===== config.mk =====
export PLATFORM = sky130hd
export DESIGN_NAME = dlx_hazard_ctrl
export DESIGN_NICKNAME = d
export VERILOG_FILES = /design/src/rtl/dlx_hazard_ctrl.sv
export SDC_FILE = /design/constraint.sdc
export NUM_CORES = 1
export LEC_CHECK = 0
export ABC_AREA = 0
export BUFFER_PORTS_ARGS = -buffer_cell sky130_fd_sc_hd__buf_2
export CAP_MARGIN = 0
export CORE_MARGIN = 4
export CORE_UTILIZATION = 30
export DETAILED_ROUTE_END_ITERATION = 8
export PLACE_DENSITY_LB_ADDON = 0.3
export SETUP_SLACK_MARGIN = 0.05
export SLEW_MARGIN = 40
export SYNTH_ARGS = -nofsm -noshare
export SYNTH_HDL_FRONTEND = slang
export SYNTH_SLANG_ARGS = --single-unit

===== constraint.sdc =====
create_clock -name clk -period 2.2 [get_ports clk]
set_clock_uncertainty 0.1 [all_clocks]
set_input_delay 0.44 -clock clk [delete_from_list [all_inputs] [get_ports clk]]
set_output_delay 0.44 -clock clk [all_outputs]
set_load 0.005 [all_outputs]

===== src/rtl/dlx_hazard_ctrl.sv =====
// Pipeline sequencer for the DLX 5-stage core: load-use interlock, redirect flush,
// data-memory wait freeze with timeout detection, and saturating perf counters.
module dlx_hazard_ctrl #(
    parameter int LU_BUBBLES  = 2,
    parameter int MEM_TIMEOUT = 255,
    parameter int CNT_W       = 16
) (
    input  logic             clk,
    input  logic             reset_n,
    input  logic             valid_ID,
    input  logic [4:0]       Rs1_ID,
    input  logic [4:0]       Rs2_ID,
    input  logic             use_rs1_ID,
    input  logic             use_rs2_ID,
    input  logic             valid_EX,
    input  logic [4:0]       Rd_EX,
    input  logic             d_load_enable_EX,
    input  logic             redirect_EX,
    input  logic             d_req_MEM,
    input  logic             d_ready_MEM,
    output logic             stall_IF,
    output logic             stall_ID,
    output logic             bubble_EX,
    output logic             flush_ID,
    output logic             freeze,
    output logic             mem_timeout_err,
    output logic [1:0]       ctrl_state,
    output logic [CNT_W-1:0] perf_stall,
    output logic [CNT_W-1:0] perf_flush
);

    typedef enum logic [1:0] {
        RUN      = 2'b00,
        LU_STALL = 2'b01,
        MEM_WAIT = 2'b10
    } state_t;

    localparam logic [2:0]  LU_INIT = 3'(LU_BUBBLES - 1);
    localparam logic [15:0] TO_MAX  = 16'(MEM_TIMEOUT);
    localparam logic [15:0] TO_LAST = 16'(MEM_TIMEOUT - 1);

    state_t      state;
    state_t      ret_state;
    state_t      eff_state;
    logic [2:0]  lu_cnt;
    logic [15:0] wait_cnt;
    logic        haz;
    logic        mwait;

    assign ctrl_state = state;

    always_comb begin
        haz = valid_ID && valid_EX && d_load_enable_EX && (Rd_EX != 5'd0) &&
              ((use_rs1_ID && (Rs1_ID == Rd_EX)) || (use_rs2_ID && (Rs2_ID == Rd_EX)));
        mwait = d_req_MEM && !d_ready_MEM;
        // While leaving MEM_WAIT the cycle behaves as the state that was frozen.
        eff_state = (state == MEM_WAIT) ? ret_state : state;

        // NOTE: every output gets a default first so no path can infer a latch.
        stall_IF  = 1'b0;
        stall_ID  = 1'b0;
        bubble_EX = 1'b0;
        flush_ID  = 1'b0;
        freeze    = 1'b0;
        if (reset_n) begin
            if (mwait) begin
                freeze   = 1'b1;
                stall_IF = 1'b1;
                stall_ID = 1'b1;
            end else if (redirect_EX) begin
                flush_ID  = 1'b1;
                bubble_EX = 1'b1;
            end else if (eff_state == LU_STALL || haz) begin
                stall_IF  = 1'b1;
                stall_ID  = 1'b1;
                bubble_EX = 1'b1;
            end
        end
    end

    // NOTE: sequential state uses non-blocking assignments only; reset is synchronous.
    always_ff @(posedge clk) begin
        if (!reset_n) begin
            state           <= RUN;
            ret_state       <= RUN;
            lu_cnt          <= '0;
            wait_cnt        <= '0;
            mem_timeout_err <= 1'b0;
            perf_stall      <= '0;
            perf_flush      <= '0;
        end else begin
            if (stall_IF && perf_stall != '1)
                perf_stall <= perf_stall + 1'b1;

            if (mwait) begin
                state     <= MEM_WAIT;
                ret_state <= eff_state;
                if (wait_cnt != TO_MAX)
                    wait_cnt <= wait_cnt + 16'd1;
                if (wait_cnt >= TO_LAST)
                    mem_timeout_err <= 1'b1;
            end else begin
                wait_cnt <= '0;
                if (redirect_EX) begin
                    state  <= RUN;
                    lu_cnt <= '0;
                    if (perf_flush != '1)
                        perf_flush <= perf_flush + 1'b1;
                end else if (eff_state == LU_STALL) begin
                    if (lu_cnt <= 3'd1) begin
                        state  <= RUN;
                        lu_cnt <= '0;
                    end else begin
                        state  <= LU_STALL;
                        lu_cnt <= lu_cnt - 3'd1;
                    end
                end else if (haz && LU_BUBBLES > 1) begin
                    state  <= LU_STALL;
                    lu_cnt <= LU_INIT;
                end else begin
                    state <= RUN;
                end
            end
        end
    end

endmodule


**Word level (Yosys, flattened, before mapping)**

Index checks and enable logic that the tools add are counted.

- Bits in registers: 56
- Input bits: 25
- Output and inout bits: 40
- Logic and storage cells: 63

- $add $sub $neg: 4
- Magnitude comparators: 2
- Equality and inequality tests: 7
- Mux-type cells: 22
- Bitwise gates (word level): 2
- Reduce and logical (&&, ||, !) cells: 18

Operators by type and width:

| cell | count |
|---|---|
| $add A16 B1 Y16 const B | 3 |
| $ne A16 B16 Y1 const B | 2 |
| $ge A16 B8 Y1 const B | 1 |
| $ne A16 B8 Y1 const B | 1 |
| $mux W1 | 14 |
| $mux W3 | 4 |
| $eq A5 B5 Y1 | 2 |
| $logic_and A1 B1 Y1 | 8 |
| $mux W2 | 4 |
| $reduce_and A2 Y1 | 3 |
| $reduce_bool A5 Y1 | 1 |
| $le A3 B1 Y1 const B | 1 |
| $reduce_and A3 Y1 | 1 |
| $reduce_bool A3 Y1 | 1 |
| $reduce_or A3 Y1 | 1 |
| $sub A3 B1 Y3 const B | 1 |
| $eq A2 B1 Y1 const B | 1 |
| $eq A2 B2 Y1 const B | 1 |
| $logic_or A1 B1 Y1 | 2 |
| $not A1 Y1 | 2 |
| $logic_not A1 Y1 | 1 |

**Longest topological paths before layout**

- Depth after elaboration: 10
- Gate-level depth with buffers: 9
- Gate-level depth less buffers: 7

**Worst setup path after synthesis**

OpenSTA, ideal clock, no wires.

- Kind: input to output
- Start point: input port Rd_EX[1]
- End point: output port stall_IF
- Arrival: 1678 ps
- Required time: 1660 ps
- Setup slack: -18 ps
- Stages: 6
- Path buffers: 1
- Path through: or4_1 -> o2111ai_2 -> nand2b_1 -> a21o_1 -> nand2_1 -> buf_4

- Word-level cells in the longest chain between the ends: 9
- Elaborated cells between the ends (all ways): 13
- Classes of those cells: eq/ne: 2; mux: 4; reduce/logical: 7

RTL lines:

| element | line | source |
|---|---|---|
| start, declared | 16 | `input logic [4:0] Rd_EX,` |
| $eq A5 B5 Y1 | 54 | `((use_rs1_ID && (Rs1_ID == Rd_EX)) \|\| (use_rs2_ID && (Rs2_ID == Rd_EX)));` |
| $logic_and A1 B1 Y1 | 54 |  |
| $logic_or A1 B1 Y1 | 54 |  |
| $logic_and A1 B1 Y1 (*) | 53 | `haz = valid_ID && valid_EX && d_load_enable_EX && (Rd_EX != 5'd0) &&` |
| $logic_or A1 B1 Y1 (*) | 73 | `end else if (eff_state == LU_STALL \|\| haz) begin` |
| $mux W1 (*) (4 in series) | - |  |
| end, declared | 21 | `output logic stall_IF,` |

Mark *: on every way between the ends. The rest lies on a longest branch, timed or not.

**Worst setup path in the final report**

- Start point: input port Rd_EX[2]
- End point: output port bubble_EX

- Word-level cells in the longest chain between the ends: 9
- Elaborated cells between the ends (all ways): 13
- Classes of those cells: eq/ne: 2; mux: 4; reduce/logical: 7

RTL lines:

| element | line | source |
|---|---|---|
| $eq A5 B5 Y1 | 54 |  |
| $logic_and A1 B1 Y1 | 54 |  |
| $logic_or A1 B1 Y1 | 54 |  |
| $logic_and A1 B1 Y1 (*) | 53 |  |
| $logic_or A1 B1 Y1 (*) | 73 |  |
| $mux W1 (*) | 73 |  |
| $mux W1 (*) | 70 | `end else if (redirect_EX) begin` |
| $mux W1 (*) | 66 | `if (mwait) begin` |
| $mux W1 (*) | 65 | `if (reset_n) begin` |
| end, declared | 23 | `output logic bubble_EX,` |

Marked as above.

==> impl_metrics.json <==
{
  "status": "finished with violations",
  "violations": "setup timing",
  "n_fill_cell": 990,
  "drv_slew": 0,
  "pin_count": 65,
  "worst_ep_required_time_ns": 1.66,
  "clockBufferDepth": 2,
  "crit_fanout": 4,
  "synth_top_area_cell": "dfxtp_1",
  "synth_common_cells": "dfxtp_1 (56), nor2_1 (38), nand2_1 (28)",
  "routedWlPerCell_um": 13.0,
  "cts_buffers": 5,
  "fin_area_um2": 3720,
  "layout_min_cycle_time_ns": 2.37,
  "clkSinkCount": 56,
  "path_class": "in2out",
  "num_vias": 2719,
  "worstPathArrival_ns": 1.83,
  "dp_cells": 543,
  "yosysMostFrequentCell": "dfxtp_1",
  "pre_cts_ws_ns": -0.229,
  "holdBufCountCts": 0,
  "clkTransAtPathRegs_ns": 0.09,
  "drt-total-wl_mm": 7.23,
  "tightest_slew_ns": 0.376,
  "netlist_area_um2": 2880,
  "slew_headroom_pct": 74.3,
  "synth_top_area_share_pct": 39.0,
  "ys.flop_type": "dfxtp_1",
  "avgSynthCellArea_um2": 8.54,
  "antenna_found_initial": 0,
  "cts_tree": "built",
  "critical_path.slowest_cell": "or4_4",
  "grt_pass1_wl_mm": 12.2,
  "std_cell_rows": 35,
  "port_buffers": 64,
  "detail_route.iter0.violations": 69,
  "dieWidth_um": 106,
  "ys_warn_count": 0,
  "synth-seq-area-share_pct": 39.0,
  "drive_gt1_share_pct": 30.0,
  "powerDensity_nw_per_um2": 513,
  "initial_core_util_pct": 31.0,
  "min_path_type": "in2reg",
  "drv_cap": 0,
  "grtUsageTotal_pct": 13.1,
  "cp-start-kind": "input port",
  "htreeDepth": 2,
  "fin_crit_sh_pct": 108,
  "tns_ns": -0.463,
  "hpwl_mm": 5.32,
  "rsz0062_at_grt": "yes",
  "antennaDiodeCount": 0,
  "die_h_um": 106,
  "syn_inst": 337,
  "num-nets-final": 457,
  "setup_slack_ns": -0.165,
  "ys_async_sr_fraction_pct": 0,
  "die_area_um2": 11200,
  "path_delay_family": "simple AND/OR/NAND/NOR gates",
  "clock_latency_ns": 0.32,
  "cp_slowest_stage_delay_ns": 0.54,
  "synth_cell_types": 47,
  "finalHoldViolCount": 0,
  "core_area_um2": 9280,
  "setup_violations": 3,
  "max_freq_mhz": 423,
  "place_area_um2": 3490,
  "antenna_left": 0,
  "area_growth_pct": 29.4,
  "firstDrtPassIters": 4,
  "first_global_vias": 2607,
  "crit_chain": "buf_8 > or4_4 > o2111ai_4 > a31oi_1 > o31a_1 > and2_1 > buf_2",
  "grt.overflow.total": 0,
  "synth_seq_cells": 56,
  "ys_top_cells_by_area": "dfxtp_1 (39%), xnor2_1 (5.8%), xor2_1 (5.8%)",
  "cts-root-buf": "clkbuf_8",
  "final_cells": 556,
  "irDropWorstVdd_v": 0.000219,
  "drc": 0,
  "synth_edf_count": 0,
  "grt_max_degree": 31,
  "place_congestion": 0.762,
  "vias_per_cell": 4.89,
  "cp-end-kind": "output pin",
  "path_buf_inv": 2,
  "power_leakage_nw": 1.51,
  "synthesis.nets": 368
}
-- power by group --
group | leakage [nW] | internal, W | switching [W]
clock network | 0.0558 | 0.000345 | 0.000361
logic | 0.999 | 0.0000856 | 0.0000885
registers | 0.454 | 0.00102 | 0.0000105
-- cell usage in the layout, fill, tap and decap left out, types with 5 or more instances in the layout --
master    count
nor4_1        5
nor2_1       37
buf_4        27
o21ai_0       7
ha_1          5
and3_1       11
nand3_1      14
and2_1        7
nand4_1      18
a21oi_1      14
or3_2         7
xor2_1       19
dfxtp_1      52
clkbuf_8      5
inv_1         9
o21ai_1       9
buf_2        62
nand2_1      28
xnor2_1      19
mux2i_1       5
-- tightest hold or removal path, cell delays in order --
cell	delay, ns
buf_2	0.13
o21ai_0	0.08
nor2_1	0.04
-- sequential cells by signal, indices dropped and copies added (netlist names) --
register         cells
lu_cnt               3
ret_state            2
perf_stall          16
wait_cnt            16
ctrl_state           2
mem_timeout_err      1
perf_flush          16
-- routing by layer --
| metal | global-route usage, % | wire [µm] | part of all wire (%) | vias to the layer above |
|---|---|---|---|---|
| li1 | - | - | - | 1383 |
| met1 | 16.3 | 3290 | 46 | 1257 |
| met2 | 22.3 | 3420 | 47 | 70 |
| met3 | 3.58 | 429 | 5.9 | 9 |
| met4 | 3.42 | 81 | 1.1 | 0 |
| met5 | 0 | 0 | 0 | - |
-- timing repair --
item,in CTS,in global routing
hold endpoints to repair,0,0
resized for setup,7,16
gates cloned,0,0
endpoints found under the setup margin,5,8
pin swaps,5,12
buffers inserted,2,3
-- cell families (layout without fill, tap and decap cells) --
logic type               after synthesis  after routing  share of synthesized area, %
adder cells (fa/ha/maj)                6              6                          2.61
flip-flops                            56             56                          39.0
multiplexers                           5              5                          1.74
XOR/XNOR                              38             38                          11.6
AND/OR/NAND/NOR                      155            155                          28.3
AO/OA/AOI/OAI                         58             58                          13.1
buffers and inverters                 19            109                          3.70
-- through the flow --
step	utilization, %	total power (W)	hold slack, ns
detailed placement	37.6	0.00122	0.363
global placement	37.6	0.00121	0.352
global route	40.1	0.00199	0.311
floorplan	-	0.00114	0.344
CTS	39.2	0.00193	0.314
finish	40.1	0.00191	0.309
-- area by class of cell --
class / instances / area [µm²] / area share, %
Clock buffer: 6 / 72.6 / 1.95
Clock inverter: 2 / 38.8 / 1.04
Inverter: 9 / 33.8 / 0.907
Multi-Input combinational cell: 262 / 1730 / 46.4
Sequential cell: 56 / 1130 / 30.3
Tap cell: 129 / 161 / 4.33
Timing Repair Buffer: 92 / 563 / 15.1
-- path summary, 6_finish.rpt --
path	from	to	depth (start not counted)	slack [ns]
max	Rd_EX[2]	bubble_EX	7	-0.17
min	reset_n	ret_state[1]	3	0.31
max reg2reg	perf_stall[1]	perf_stall[7]	8	0.14
min reg2reg	mem_timeout_err	mem_timeout_err	2	0.38
(Power assumes the default switching activity.)
